$ cat config.mk
export PLATFORM = sky130hd
export DESIGN_NAME = spi_adc_master_flat
export DESIGN_NICKNAME = d
export VERILOG_FILES = /design/src/rtl/spi_adc_pkg.sv /design/src/rtl/spi_adc_if.sv /design/src/rtl/spi_sclk_div.sv /design/src/rtl/spi_adc_master.sv /design/src/flat_wrapper.sv
export SDC_FILE = /design/constraint.sdc
export NUM_CORES = 1
export LEC_CHECK = 0
export CORE_UTILIZATION = 40
export DETAILED_ROUTE_END_ITERATION = 6
export PLACE_DENSITY_LB_ADDON = 0.3
export SLEW_MARGIN = 20
export SYNTH_ARGS = -nofsm -noshare
export SYNTH_HDL_FRONTEND = slang
export SYNTH_SLANG_ARGS = --single-unit
$ cat constraint.sdc
create_clock -name clk -period 5.3 [get_ports clk]
set_clock_uncertainty 0.15 [all_clocks]
set_input_delay 0.53 -clock clk [delete_from_list [all_inputs] [get_ports clk]]
set_output_delay 0.53 -clock clk [all_outputs]
set_load 0.03 [all_outputs]
$ cat src/rtl/spi_adc_pkg.sv
// Shared types and helpers for the SPI ADC master: FSM state encoding and counter sizing.
package spi_adc_pkg;

    typedef enum logic [2:0] {
        ST_IDLE  = 3'd0,
        ST_SETUP = 3'd1,
        ST_SHIFT = 3'd2,
        ST_HOLD  = 3'd3,
        ST_GAP   = 3'd4
    } state_e;

    // Width of a counter that must hold 0..n-1 (never narrower than one bit)
    function automatic int cnt_width(input int n);
        return (n <= 1) ? 1 : $clog2(n);
    endfunction

endpackage

$ cat src/rtl/spi_adc_if.sv
// User-side handshake plus ADC pins of the SPI ADC master.
// SPI_ADC_CONT_EN adds the continuous-mode request signal cont.
interface spi_adc_if #(
    parameter int DATA_W = 8,
    parameter int CH_W   = 3
);
    logic              start;
    logic [CH_W-1:0]   ch;
`ifdef SPI_ADC_CONT_EN
    logic              cont;
`endif
    logic              busy;
    logic              data_valid;
    logic [DATA_W-1:0] data;
    logic [CH_W-1:0]   data_ch;
    logic              cs_n;
    logic              sclk;
    logic              mosi;
    logic              miso;

`ifdef SPI_ADC_CONT_EN
    modport master (input start, ch, cont, miso,
                    output busy, data_valid, data, data_ch, cs_n, sclk, mosi);
    modport slave  (output start, ch, cont, miso,
                    input busy, data_valid, data, data_ch, cs_n, sclk, mosi);
`else
    modport master (input start, ch, miso,
                    output busy, data_valid, data, data_ch, cs_n, sclk, mosi);
    modport slave  (output start, ch, miso,
                    input busy, data_valid, data, data_ch, cs_n, sclk, mosi);
`endif
endinterface

$ cat src/rtl/spi_sclk_div.sv
// Half-period timer for the SPI master: wraps every CLK_DIV cycles while enabled and
// flags which sclk edge the end of the current half-period produces.
module spi_sclk_div
    import spi_adc_pkg::*;
#(
    parameter int CLK_DIV = 12
) (
    input  logic clk,
    input  logic n_rst,
    input  logic en,
    input  logic sclk_lvl,
    output logic half_done,
    output logic fall_stb,
    output logic rise_stb
);
    localparam int               CNT_W    = cnt_width(CLK_DIV);
    localparam logic [CNT_W-1:0] CNT_LAST = CNT_W'(CLK_DIV - 1);

    logic [CNT_W-1:0] cnt_r;

    // Divider counter, held at zero while the master is idle
    always_ff @(posedge clk or negedge n_rst) begin
        if (!n_rst) begin
            cnt_r <= '0;
        end else if (!en || (cnt_r == CNT_LAST)) begin
            cnt_r <= '0;
        end else begin
            cnt_r <= cnt_r + CNT_W'(1);
        end
    end

    assign half_done = en && (cnt_r == CNT_LAST);
    assign fall_stb  = half_done && sclk_lvl;
    assign rise_stb  = half_done && !sclk_lvl;

endmodule

$ cat src/rtl/spi_adc_master.sv
// SPI master for serial ADCs: one framed read per accepted start, channel address on MOSI,
// DATA_W-bit sample out with a valid strobe. SPI_ADC_CONT_EN enables round-robin continuous mode.
module spi_adc_master
    import spi_adc_pkg::*;
#(
    parameter int CLK_DIV    = 12,
    parameter int FRAME_BITS = 16,
    parameter int LEAD_BITS  = 3,
    parameter int DATA_W     = 8,
    parameter int CH_W       = 3,
    parameter int CH_POS     = 2,
    parameter int NUM_CH     = 8
) (
    input  logic       clk,
    input  logic       n_rst,
    spi_adc_if.master  bus
);
    localparam int               BIT_W    = cnt_width(FRAME_BITS);
    localparam logic [BIT_W-1:0] BIT_LAST = BIT_W'(FRAME_BITS - 1);

    if ((LEAD_BITS + DATA_W > FRAME_BITS) || (CH_POS + CH_W > FRAME_BITS) ||
        (CLK_DIV < 1) || (NUM_CH > (1 << CH_W))) begin : g_bad_params
        $error("spi_adc_master: illegal parameter combination");
    end

    state_e            state_r,   state_s;
    logic [BIT_W-1:0]  bit_r,     bit_s;
    logic [CH_W-1:0]   ch_lat_r,  ch_lat_s;
    logic [DATA_W-1:0] shift_r,   shift_s;
    logic [DATA_W-1:0] data_r,    data_s;
    logic [CH_W-1:0]   data_ch_r, data_ch_s;
    logic              valid_r,   valid_s;
    logic              busy_r,    busy_s;
    logic              cs_n_r,    cs_n_s;
    logic              sclk_r,    sclk_s;
    logic              mosi_r,    mosi_s;
    logic              half_done_s, fall_stb_s, rise_stb_s, in_win_s;

    spi_sclk_div #(.CLK_DIV(CLK_DIV)) u_div (
        .clk       (clk),
        .n_rst     (n_rst),
        .en        (state_r != ST_IDLE),
        .sclk_lvl  (sclk_r),
        .half_done (half_done_s),
        .fall_stb  (fall_stb_s),
        .rise_stb  (rise_stb_s)
    );

    // Address bit for frame bit idx: MSB-first inside the CH_POS window, zero elsewhere
    function automatic logic mosi_for_bit(input int idx, input logic [CH_W-1:0] c);
        logic [CH_W-1:0] sh;
        int              pos;
        pos = idx - CH_POS;
        sh  = c << pos;
        if ((pos >= 0) && (pos < CH_W)) begin
            return sh[CH_W-1];
        end else begin
            return 1'b0;
        end
    endfunction

    assign in_win_s = (int'(bit_r) >= LEAD_BITS) && (int'(bit_r) < LEAD_BITS + DATA_W);

    // Next-state and next-output logic for the frame sequencer
    always_comb begin
        state_s   = state_r;
        bit_s     = bit_r;
        ch_lat_s  = ch_lat_r;
        shift_s   = shift_r;
        data_s    = data_r;
        data_ch_s = data_ch_r;
        valid_s   = 1'b0;
        cs_n_s    = cs_n_r;
        sclk_s    = sclk_r;
        mosi_s    = mosi_r;
        case (state_r)
            ST_IDLE: begin
                cs_n_s = 1'b1;
                sclk_s = 1'b1;
                mosi_s = 1'b0;
                if (bus.start) begin
                    state_s  = ST_SETUP;
                    ch_lat_s = bus.ch;
                    cs_n_s   = 1'b0;
                    bit_s    = '0;
                    shift_s  = '0;
                end else begin
                    state_s  = ST_IDLE;
                end
            end
            ST_SETUP: begin
                if (half_done_s) begin
                    state_s = ST_SHIFT;
                    sclk_s  = 1'b0;
                    bit_s   = '0;
                    mosi_s  = mosi_for_bit(0, ch_lat_r);
                end else begin
                    state_s = ST_SETUP;
                end
            end
            ST_SHIFT: begin
                if (rise_stb_s) begin
                    sclk_s = 1'b1;
                    if (in_win_s) begin
                        shift_s = (shift_r << 1) | DATA_W'(bus.miso);
                    end else begin
                        shift_s = shift_r;
                    end
                end else if (fall_stb_s) begin
                    if (bit_r == BIT_LAST) begin
                        state_s = ST_HOLD;
                        mosi_s  = 1'b0;
                    end else begin
                        bit_s  = bit_r + BIT_W'(1);
                        sclk_s = 1'b0;
                        mosi_s = mosi_for_bit(int'(bit_r) + 1, ch_lat_r);
                    end
                end else begin
                    state_s = ST_SHIFT;
                end
            end
            ST_HOLD: begin
                if (half_done_s) begin
                    state_s   = ST_GAP;
                    cs_n_s    = 1'b1;
                    data_s    = shift_r;
                    data_ch_s = ch_lat_r;
                    valid_s   = 1'b1;
                end else begin
                    state_s   = ST_HOLD;
                end
            end
            ST_GAP: begin
                if (half_done_s) begin
`ifdef SPI_ADC_CONT_EN
                    if (bus.cont) begin
                        state_s  = ST_SETUP;
                        cs_n_s   = 1'b0;
                        bit_s    = '0;
                        shift_s  = '0;
                        ch_lat_s = (ch_lat_r == CH_W'(NUM_CH - 1)) ? '0 : ch_lat_r + CH_W'(1);
                    end else begin
                        state_s  = ST_IDLE;
                    end
`else
                    state_s = ST_IDLE;
`endif
                end else begin
                    state_s = ST_GAP;
                end
            end
            default: begin
                state_s = ST_IDLE;
                cs_n_s  = 1'b1;
                sclk_s  = 1'b1;
                mosi_s  = 1'b0;
            end
        endcase
        busy_s = (state_s != ST_IDLE);
    end

    // State and output registers; reset aborts any frame in flight
    always_ff @(posedge clk or negedge n_rst) begin
        if (!n_rst) begin
            state_r   <= ST_IDLE;
            bit_r     <= '0;
            ch_lat_r  <= '0;
            shift_r   <= '0;
            data_r    <= '0;
            data_ch_r <= '0;
            valid_r   <= 1'b0;
            busy_r    <= 1'b0;
            cs_n_r    <= 1'b1;
            sclk_r    <= 1'b1;
            mosi_r    <= 1'b0;
        end else begin
            state_r   <= state_s;
            bit_r     <= bit_s;
            ch_lat_r  <= ch_lat_s;
            shift_r   <= shift_s;
            data_r    <= data_s;
            data_ch_r <= data_ch_s;
            valid_r   <= valid_s;
            busy_r    <= busy_s;
            cs_n_r    <= cs_n_s;
            sclk_r    <= sclk_s;
            mosi_r    <= mosi_s;
        end
    end

    assign bus.busy       = busy_r;
    assign bus.data_valid = valid_r;
    assign bus.data       = data_r;
    assign bus.data_ch    = data_ch_r;
    assign bus.cs_n       = cs_n_r;
    assign bus.sclk       = sclk_r;
    assign bus.mosi       = mosi_r;

endmodule

$ cat src/flat_wrapper.sv
// flat-port wrapper written by rule: the top's interface ports become plain ports
module spi_adc_master_flat import spi_adc_pkg::*;
#(
    parameter int CLK_DIV    = 12,
    parameter int FRAME_BITS = 16,
    parameter int LEAD_BITS  = 3,
    parameter int DATA_W     = 8,
    parameter int CH_W       = 3,
    parameter int CH_POS     = 2,
    parameter int NUM_CH     = 8
)
  (clk, n_rst, bus_start, bus_ch, bus_miso, bus_busy, bus_data_valid, bus_data, bus_data_ch, bus_cs_n, bus_sclk, bus_mosi);
  spi_adc_if #(.DATA_W(DATA_W), .CH_W(CH_W)) bus_i ();
  input  logic clk;
  input  logic n_rst;
  input wire logic [$bits(bus_i.start)-1:0] bus_start;
  input wire logic [$bits(bus_i.ch)-1:0] bus_ch;
  input wire logic [$bits(bus_i.miso)-1:0] bus_miso;
  output wire logic [$bits(bus_i.busy)-1:0] bus_busy;
  output wire logic [$bits(bus_i.data_valid)-1:0] bus_data_valid;
  output wire logic [$bits(bus_i.data)-1:0] bus_data;
  output wire logic [$bits(bus_i.data_ch)-1:0] bus_data_ch;
  output wire logic [$bits(bus_i.cs_n)-1:0] bus_cs_n;
  output wire logic [$bits(bus_i.sclk)-1:0] bus_sclk;
  output wire logic [$bits(bus_i.mosi)-1:0] bus_mosi;
  assign bus_i.start = bus_start;
  assign bus_i.ch = bus_ch;
  assign bus_i.miso = bus_miso;
  assign bus_busy = bus_i.busy;
  assign bus_data_valid = bus_i.data_valid;
  assign bus_data = bus_i.data;
  assign bus_data_ch = bus_i.data_ch;
  assign bus_cs_n = bus_i.cs_n;
  assign bus_sclk = bus_i.sclk;
  assign bus_mosi = bus_i.mosi;
  spi_adc_master #(.CLK_DIV(CLK_DIV), .FRAME_BITS(FRAME_BITS), .LEAD_BITS(LEAD_BITS), .DATA_W(DATA_W), .CH_W(CH_W), .CH_POS(CH_POS), .NUM_CH(NUM_CH)) u_core (.clk(clk), .n_rst(n_rst), .bus(bus_i));
endmodule
==> flow_summary_export.csv, run 1 <==
group,metric,value,unit
synthesis,syn_inst,167,
finish,nets,202,
setup_path,r2r_cells,10,
synthesis,synthTopCellsByArea,"dfrtp_1, mux2_2, ha_1",
sta,min_period,2.51,ns
global_route,grt_overflow,0,
synthesis,synth-simple-area-share,0.162,
clock_tree,cts_resized,0,
synthesis,synth.cell_area,1880,um^2
setup_path,start_kind,"register",
power_and_ir_drop,internal_power,433,uW
synthesis,yosysTopAreaCell,"dfrtp_1",
power_and_ir_drop,clkPwrFrac,0.448,
route,wire_per_inst,15.1,um
sta,final_hold_viol_count,0,
synthesis,yosysMostFrequentCell,"dfrtp_1",
route,first_pass_iters,6,
power_and_ir_drop,p_leak,0.00106,uW
clock_tree,cts_setup_buffers,0,
power_and_ir_drop,p_comb_frac,0.018,
placed_design,gp_congestion,0.782,
synthesis,yosysWarningCount,0,
synthesis,synth-async-reset-ratio,1.00,
power_and_ir_drop,power_density,242,nW/um^2
route,drtAntennaViolNets,0,
clock_tree,insertion_delay,0.29,ns
die,dieHeight,70.5,um
synthesis,synth-seq-area-share,0.508,
synthesis,synth_top_area_frac,0.480,
synthesis,synth_compound_area_frac,0.0833,
clock_tree,clock_tree.buffer_depth,2,
flow_run,max_cap_violations,0,
clock_tree,hold_buffers,0,
finish,drive_gt1_frac,0.178,
clock_tree,cts_sinks,38,
synthesis,synthXorXnorAreaFrac,0.0326,
global_route,grt_pass1_wl,6.09,mm
die,die_w,70.5,um
route,routed_wl,3.66,mm
run_status,status,"complete, but fails checks",
sta,worst_pin_slew,0.847,ns
sta,rsz0062_at_grt,"no",
setup_path,r2r_slack,2.79,ns
global_route,grt_max_degree,39,
min_path,hp-class,"in2async",
synthesis,synthMuxAreaShare,0.140,
clock_tree,cts_buffers,5,
setup_path,crit_arrival,2.54,ns
die,start_util,0.423,
sta,finalSetupTns,0,ns
finish,regArea,953,um^2
setup_path,r2r-end,"u_core.bus.mosi$_DFFE_PN0P_",
finish,fillers,404,
sta,fmax,399,MHz
placed_design,hpwl,2.64,mm
sta,finalCritPeriodShare,0.473,
power_and_ir_drop,ir_drop,0.189,mV
sta,final_max_slew_viol_count,0,
finish,final_area,2240,um^2
power_and_ir_drop,seq_power_share,0.534,
placed_design,numPortBuffers,22,
global_route,grt_util_all_layers,0.159,
setup_path,end_kind,"register",
global_route,antenna_found_initial,0,
synthesis,syn_area_per_cell,11.2,um^2
synthesis,synth_top_family_by_area,"simple AND/OR/NAND/NOR gates",
finish,multi_input_area,847,um^2
sta,maxSlewHeadroom,0.435,
route,vias,1303,
synthesis,netlist-cell-type-count,41,
setup_path,cp_max_fo,7,
clock_tree,cts_tree,"built",
synthesis,synth_top_flop_cell,"dfrtp_1",
synthesis,synth.top_cells.by_count,"dfrtp_1, mux2_2, nand2_1",
placed_design,dpl_cell_area,2130,um^2
synthesis,synth_edf_count,0,
synthesis,synth_fp_nets,179,
power_and_ir_drop,sw_frac_of_total,0.202,
run_status,failed_checks,"DRC",
power_and_ir_drop,switchingPower,109,uW
synthesis,synth_seq_cells,38,
synthesis,synth_fa_ha_area_frac,0.0333,
setup_path,r2r-start,"u_core.bit_r[0]$_DFFE_PN0P_",
clock_tree,cts_root_buf,"clkbuf_8",
die,design.core.area,4440,um^2
setup_path,path_class,"reg2reg",
route,drt-vias-per-instance,5.36,
finish,syn_to_final_growth,19.5,%
clock_tree,cts.clk_slew.worst_paths,0.08,ns
clock_tree,htreeDepth,2,
die,die_area,4970,um^2
finish,antennaDiodeCount,0,
die,io_pins,23,
sta,setup_viol,0,
die,num_rows,24,
route,drtIter0Drc,54,
route,drc,4,
setup_path,required,5.34,ns
global_route,grt_pass1_vias,1275,
## cell families (layout without fill, tap and decap cells)
kind of cell,count (synthesis),count (layout)
flip-flops,38,38
AO/OA/AOI/OAI,24,24
XOR/XNOR,7,7
AND/OR/NAND/NOR,51,51
adder cells (fa/ha/maj),5,5
buffers and inverters,18,42
multiplexers,24,24
## critical path, stage by stage (launching register included)
cell       delay [ns]
dfrtp_1          0.44
ha_1             0.28
and3_1           0.26
inv_2            0.08
or3_1            0.35
o31ai_1          0.12
ha_1             0.18
nand2_1          0.04
nor3_1           0.12
o2111ai_1        0.15
o31ai_1          0.24
## sequential cells by signal, indices dropped and copies added, names as in the netlist
signal and cells:
u_core.bus.cs_n 1, u_core.bus.busy 1, u_core.state_r 3, u_core.bus.mosi 1, u_core.bus.sclk 1, u_core.bus.data 8, u_core.shift_r 8, u_core.bit_r 4
u_core.ch_lat_r 3, u_core.bus.data_valid 1, u_core.u_div.cnt_r 4, u_core.bus.data_ch 3
## through the flow
step	total power, uW	instances	hold WS, ns	setup slack [ns]	util
after CTS	551	243	0.217	2.77	0.505
final	543	243	0.193	2.79	0.505
after global routing	566	243	0.262	2.64	0.505
after detailed placement	306	235	0.315	2.79	0.479
after floorplan	296	167	0.0844	3.12	-
after global placement	305	235	0.296	2.88	0.479
## worst max path at each step
stage / to / from
2_1_floorplan: u_core.bus.mosi$_DFFE_PN0P_ / u_core.bit_r[0]$_DFFE_PN0P_
3_3_place_gp: u_core.bus.mosi$_DFFE_PN0P_ / u_core.bit_r[0]$_DFFE_PN0P_
3_5_place_dp: u_core.bus.mosi$_DFFE_PN0P_ / u_core.bit_r[0]$_DFFE_PN0P_
4_1_cts: u_core.bus.mosi$_DFFE_PN0P_ / u_core.bit_r[0]$_DFFE_PN0P_
5_1_grt: u_core.bus.mosi$_DFFE_PN0P_ / u_core.bit_r[0]$_DFFE_PN0P_
6_report: u_core.bus.mosi$_DFFE_PN0P_ / u_core.bit_r[0]$_DFFE_PN0P_
## per-layer routing
| layer | GRT usage | share of wire | up-vias |
|---|---|---|---|
| li1 | - | - | 635 |
| met1 | 0.208 | 0.46 | 641 |
| met2 | 0.259 | 0.49 | 23 |
| met3 | 0.0418 | 0.038 | 4 |
| met4 | 0.0476 | 0.0085 | 0 |
| met5 | 0 | 0 | - |
## layout make-up
class | instances | share of cell area
multi-input combinational | 111 | 0.378
tap | 52 | 0.0290
timing repair buffer | 23 | 0.0993
clock buffer | 5 | 0.0307
sequential | 38 | 0.425
inverter | 11 | 0.0184
clock inverter | 3 | 0.0201
## power groups by stage
stage / clock network, uW / registers (uW) / logic, uW
2_1_floorplan: 0 / 296 / 0.0759
6_report: 243 / 290 / 9.96
4_1_cts: 251 / 290 / 10.5
3_3_place_gp: 0 / 295 / 10.0
3_5_place_dp: 0 / 295 / 10.5
5_1_grt: 265 / 290 / 11.6
## cell usage in the layout, fill, tap and decap left out, types with 2 or more instances in the layout
cell type / Yosys / routed
nor2_1: 7 / 7
and3b_1: 2 / 2
xor2_1: 2 / 2
dfrtp_1: 36 / 36
nand3_1: 3 / 3
and3_1: 5 / 5
nand4_1: 3 / 3
ha_1: 5 / 5
nor4_1: 3 / 3
dfstp_2: 2 / 2
nor3_1: 3 / 3
mux2i_1: 6 / 6
xnor2_1: 5 / 5
inv_1: 10 / 10
mux2_2: 18 / 18
clkbuf_8: 0 / 5
a21oi_1: 10 / 10
or3_1: 3 / 3
nor2b_1: 2 / 2
o31ai_1: 2 / 2
clkinvlp_4: 0 / 2
nand2_1: 13 / 13
clkdlybuf4s50_1: 0 / 21
a211o_1: 2 / 2
o21ai_0: 2 / 2
(Power assumes the default switching activity.)
==> run 2, diff against run 1 <==
- clock period: 5.3 -> 2.4 ns (I/O delays scaled with it)
==> flow_summary_export.csv, run 2 (synthesized netlist as in run 1, its figures left out) <==
group,metric,value,unit
run_status,status,"complete, but fails checks",
run_status,failed_checks,"DRC",
global_route,antenna_found_initial,0,
setup_path,crit_arrival,2.37,ns
sta,rsz0062_at_grt,"no",
finish,nets,208,
route,drtAntennaViolNets,0,
global_route,grt_max_degree,39,
die,die_area,4970,um^2
setup_path,end_kind,"register",
setup_path,max_stage_delay,0.45,ns
placed_design,hpwl,2.84,mm
die,num_rows,24,
power_and_ir_drop,ir_drop,0.308,mV
power_and_ir_drop,switchingPower,231,uW
power_and_ir_drop,seq_power_share,0.576,
placed_design,numPortBuffers,22,
setup_path,slowest_stage,"dfrtp_2",
route,drc,4,
route,wire_per_inst,15.9,um
finish,mostFrequentLayoutCells,"dfrtp_1, clkdlybuf4s50_1, mux2_2",
power_and_ir_drop,p_leak,0.00109,uW
finish,antennaDiodeCount,0,
power_and_ir_drop,internal_power,881,uW
power_and_ir_drop,power_density,484,nW/um^2
finish,final_common_cell,"dfrtp_1",
clock_tree,cts.clk_slew.worst_paths,0.07,ns
setup_path,crit_chain,"inv_1 -> ha_2 -> or3_1 -> o31ai_1 -> ha_1 -> nand2_1 -> nor3_2 -> o2111ai_1 -> o31ai_1",
setup_path,required,2.45,ns
setup_path,start_kind,"register",
setup_path,cpMostUsedCell,"o31ai_1",
route,drt-vias-per-instance,5.41,
finish,drive_gt1_frac,0.218,
global_route,grt_pass1_wl,6.56,mm
finish,fillers,397,
flow_run,max_cap_violations,0,
clock_tree,cts_sinks,38,
clock_tree,cts_buffers,5,
clock_tree,insertion_delay,0.29,ns
sta,finalSetupTns,0,ns
global_route,grt_overflow,0,
min_path,hp-class,"reg2reg",
finish,syn_to_final_growth,22.2,%
route,drtIter0Drc,90,
power_and_ir_drop,clkPwrFrac,0.403,
die,design.core.area,4440,um^2
finish,final_cells,249,
sta,min_period,2.31,ns
sta,setup_viol,0,
placed_design,placedCellCount,239,
placed_design,gp_congestion,0.971,
power_and_ir_drop,sw_frac_of_total,0.208,
sta,finalCritPeriodShare,0.964,
sta,fmax,432,MHz
clock_tree,clock_tree.buffer_depth,2,
die,dieHeight,70.5,um
sta,worst_pin_slew,0.818,ns
route,routed_wl,3.95,mm
die,start_util,0.423,
die,io_pins,23,
setup_path,path_class,"reg2reg",
die,die_w,70.5,um
power_and_ir_drop,p_comb_frac,0.021,
global_route,grt_pass1_vias,1366,
setup_path,cp_max_fo,6,
route,first_pass_iters,7,
sta,final_max_slew_viol_count,0,
sta,final_hold_viol_count,0,
sta,maxSlewHeadroom,0.455,
clock_tree,cts_root_buf,"clkbuf_8",
route,vias,1348,
clock_tree,htreeDepth,2,
clock_tree,cts_tree,"built",
global_route,grt_util_all_layers,0.172,
[run 2: path summary, 6_finish.rpt]
path / end / depth (start not counted) / slack (ns) / from
hold / removal: u_core.u_div.cnt_r[0]$_DFF_PN0_ / 1 / 0.35 / u_core.u_div.cnt_r[0]$_DFF_PN0_
max in group asynchronous: u_core.bit_r[0]$_DFFE_PN0P_ / 2 / 1.11 / n_rst
min in group asynchronous: u_core.u_div.cnt_r[3]$_DFF_PN0_ / 2 / 0.43 / n_rst
hold reg to reg: u_core.u_div.cnt_r[0]$_DFF_PN0_ / 1 / 0.35 / u_core.u_div.cnt_r[0]$_DFF_PN0_
setup reg to reg: u_core.bus.mosi$_DFFE_PN0P_ / 9 / 0.09 / u_core.bit_r[0]$_DFFE_PN0P_
setup / recovery: u_core.bus.mosi$_DFFE_PN0P_ / 9 / 0.09 / u_core.bit_r[0]$_DFFE_PN0P_
[run 2: final cells by class]
type                    count  area, um^2  area share
inverters                  11        41.3      0.0180
clock buffers               7        86.3      0.0376
clock inverters             1        5.00     0.00218
repair buffers             29         270       0.118
flip-flops and latches     38         955       0.416
multi-input cells         111         872       0.380
well taps                  52        65.1      0.0284
[run 2: per-stage QoR]
step / area [um^2] / util / power, uW / hold WS [ns] / setup WS, ns
3_3_place_gp: 2160 / 0.486 / 675 / 0.227 / 0.119
4_1_cts: 2260 / 0.509 / 1120 / 0.359 / 0.0269
3_5_place_dp: 2160 / 0.486 / 675 / 0.237 / 0.0124
2_1_floorplan: 1880 / - / 653 / -0.206 / 0.225
6_report: 2290 / 0.516 / 1110 / 0.346 / 0.0871
5_1_grt: 2290 / 0.516 / 1160 / 0.376 / 0.0117
[run 2: repair_timing]
| action | CTS | global route |
|---|---|---|
| setup endpoints to repair | 1 | 1 |
| endpoints found under the hold margin | 36 | 0 |
| buffers inserted | 0 | 1 |
| hold buffers | 1 | 0 |
| gates resized for setup | 1 | 5 |
[run 2: critical path, delay by kind of cell (launching register included)]
family | cells | cell delay (ns)
compound gates | 3 | 0.45
fa+ha+maj | 2 | 0.49
buf+inv | 1 | 0.12
flops | 1 | 0.45
simple gates | 3 | 0.57
[run 2: per-layer routing]
metal  global-route usage  part of all wire
met5                    0                 0
met4               0.0612             0.017
met3               0.0447             0.037
met2                0.297              0.50
met1                0.209              0.45
[run 2: power groups by stage]
stage          combinational (uW)  sequential (uW)  clock (uW)
2_1_floorplan               0.167              653           0
3_3_place_gp                 22.4              652           0
3_5_place_dp                 23.0              652           0
4_1_cts                      24.1              640         459
5_1_grt                      26.2              640         494
6_report                     22.9              640         448
==> run 3, diff against run 2 <==
- CTS_CLUSTER_SIZE: default -> 14
==> results of run 3 <==
No change in the layout: final DEF, timing and power equal those of run 2.
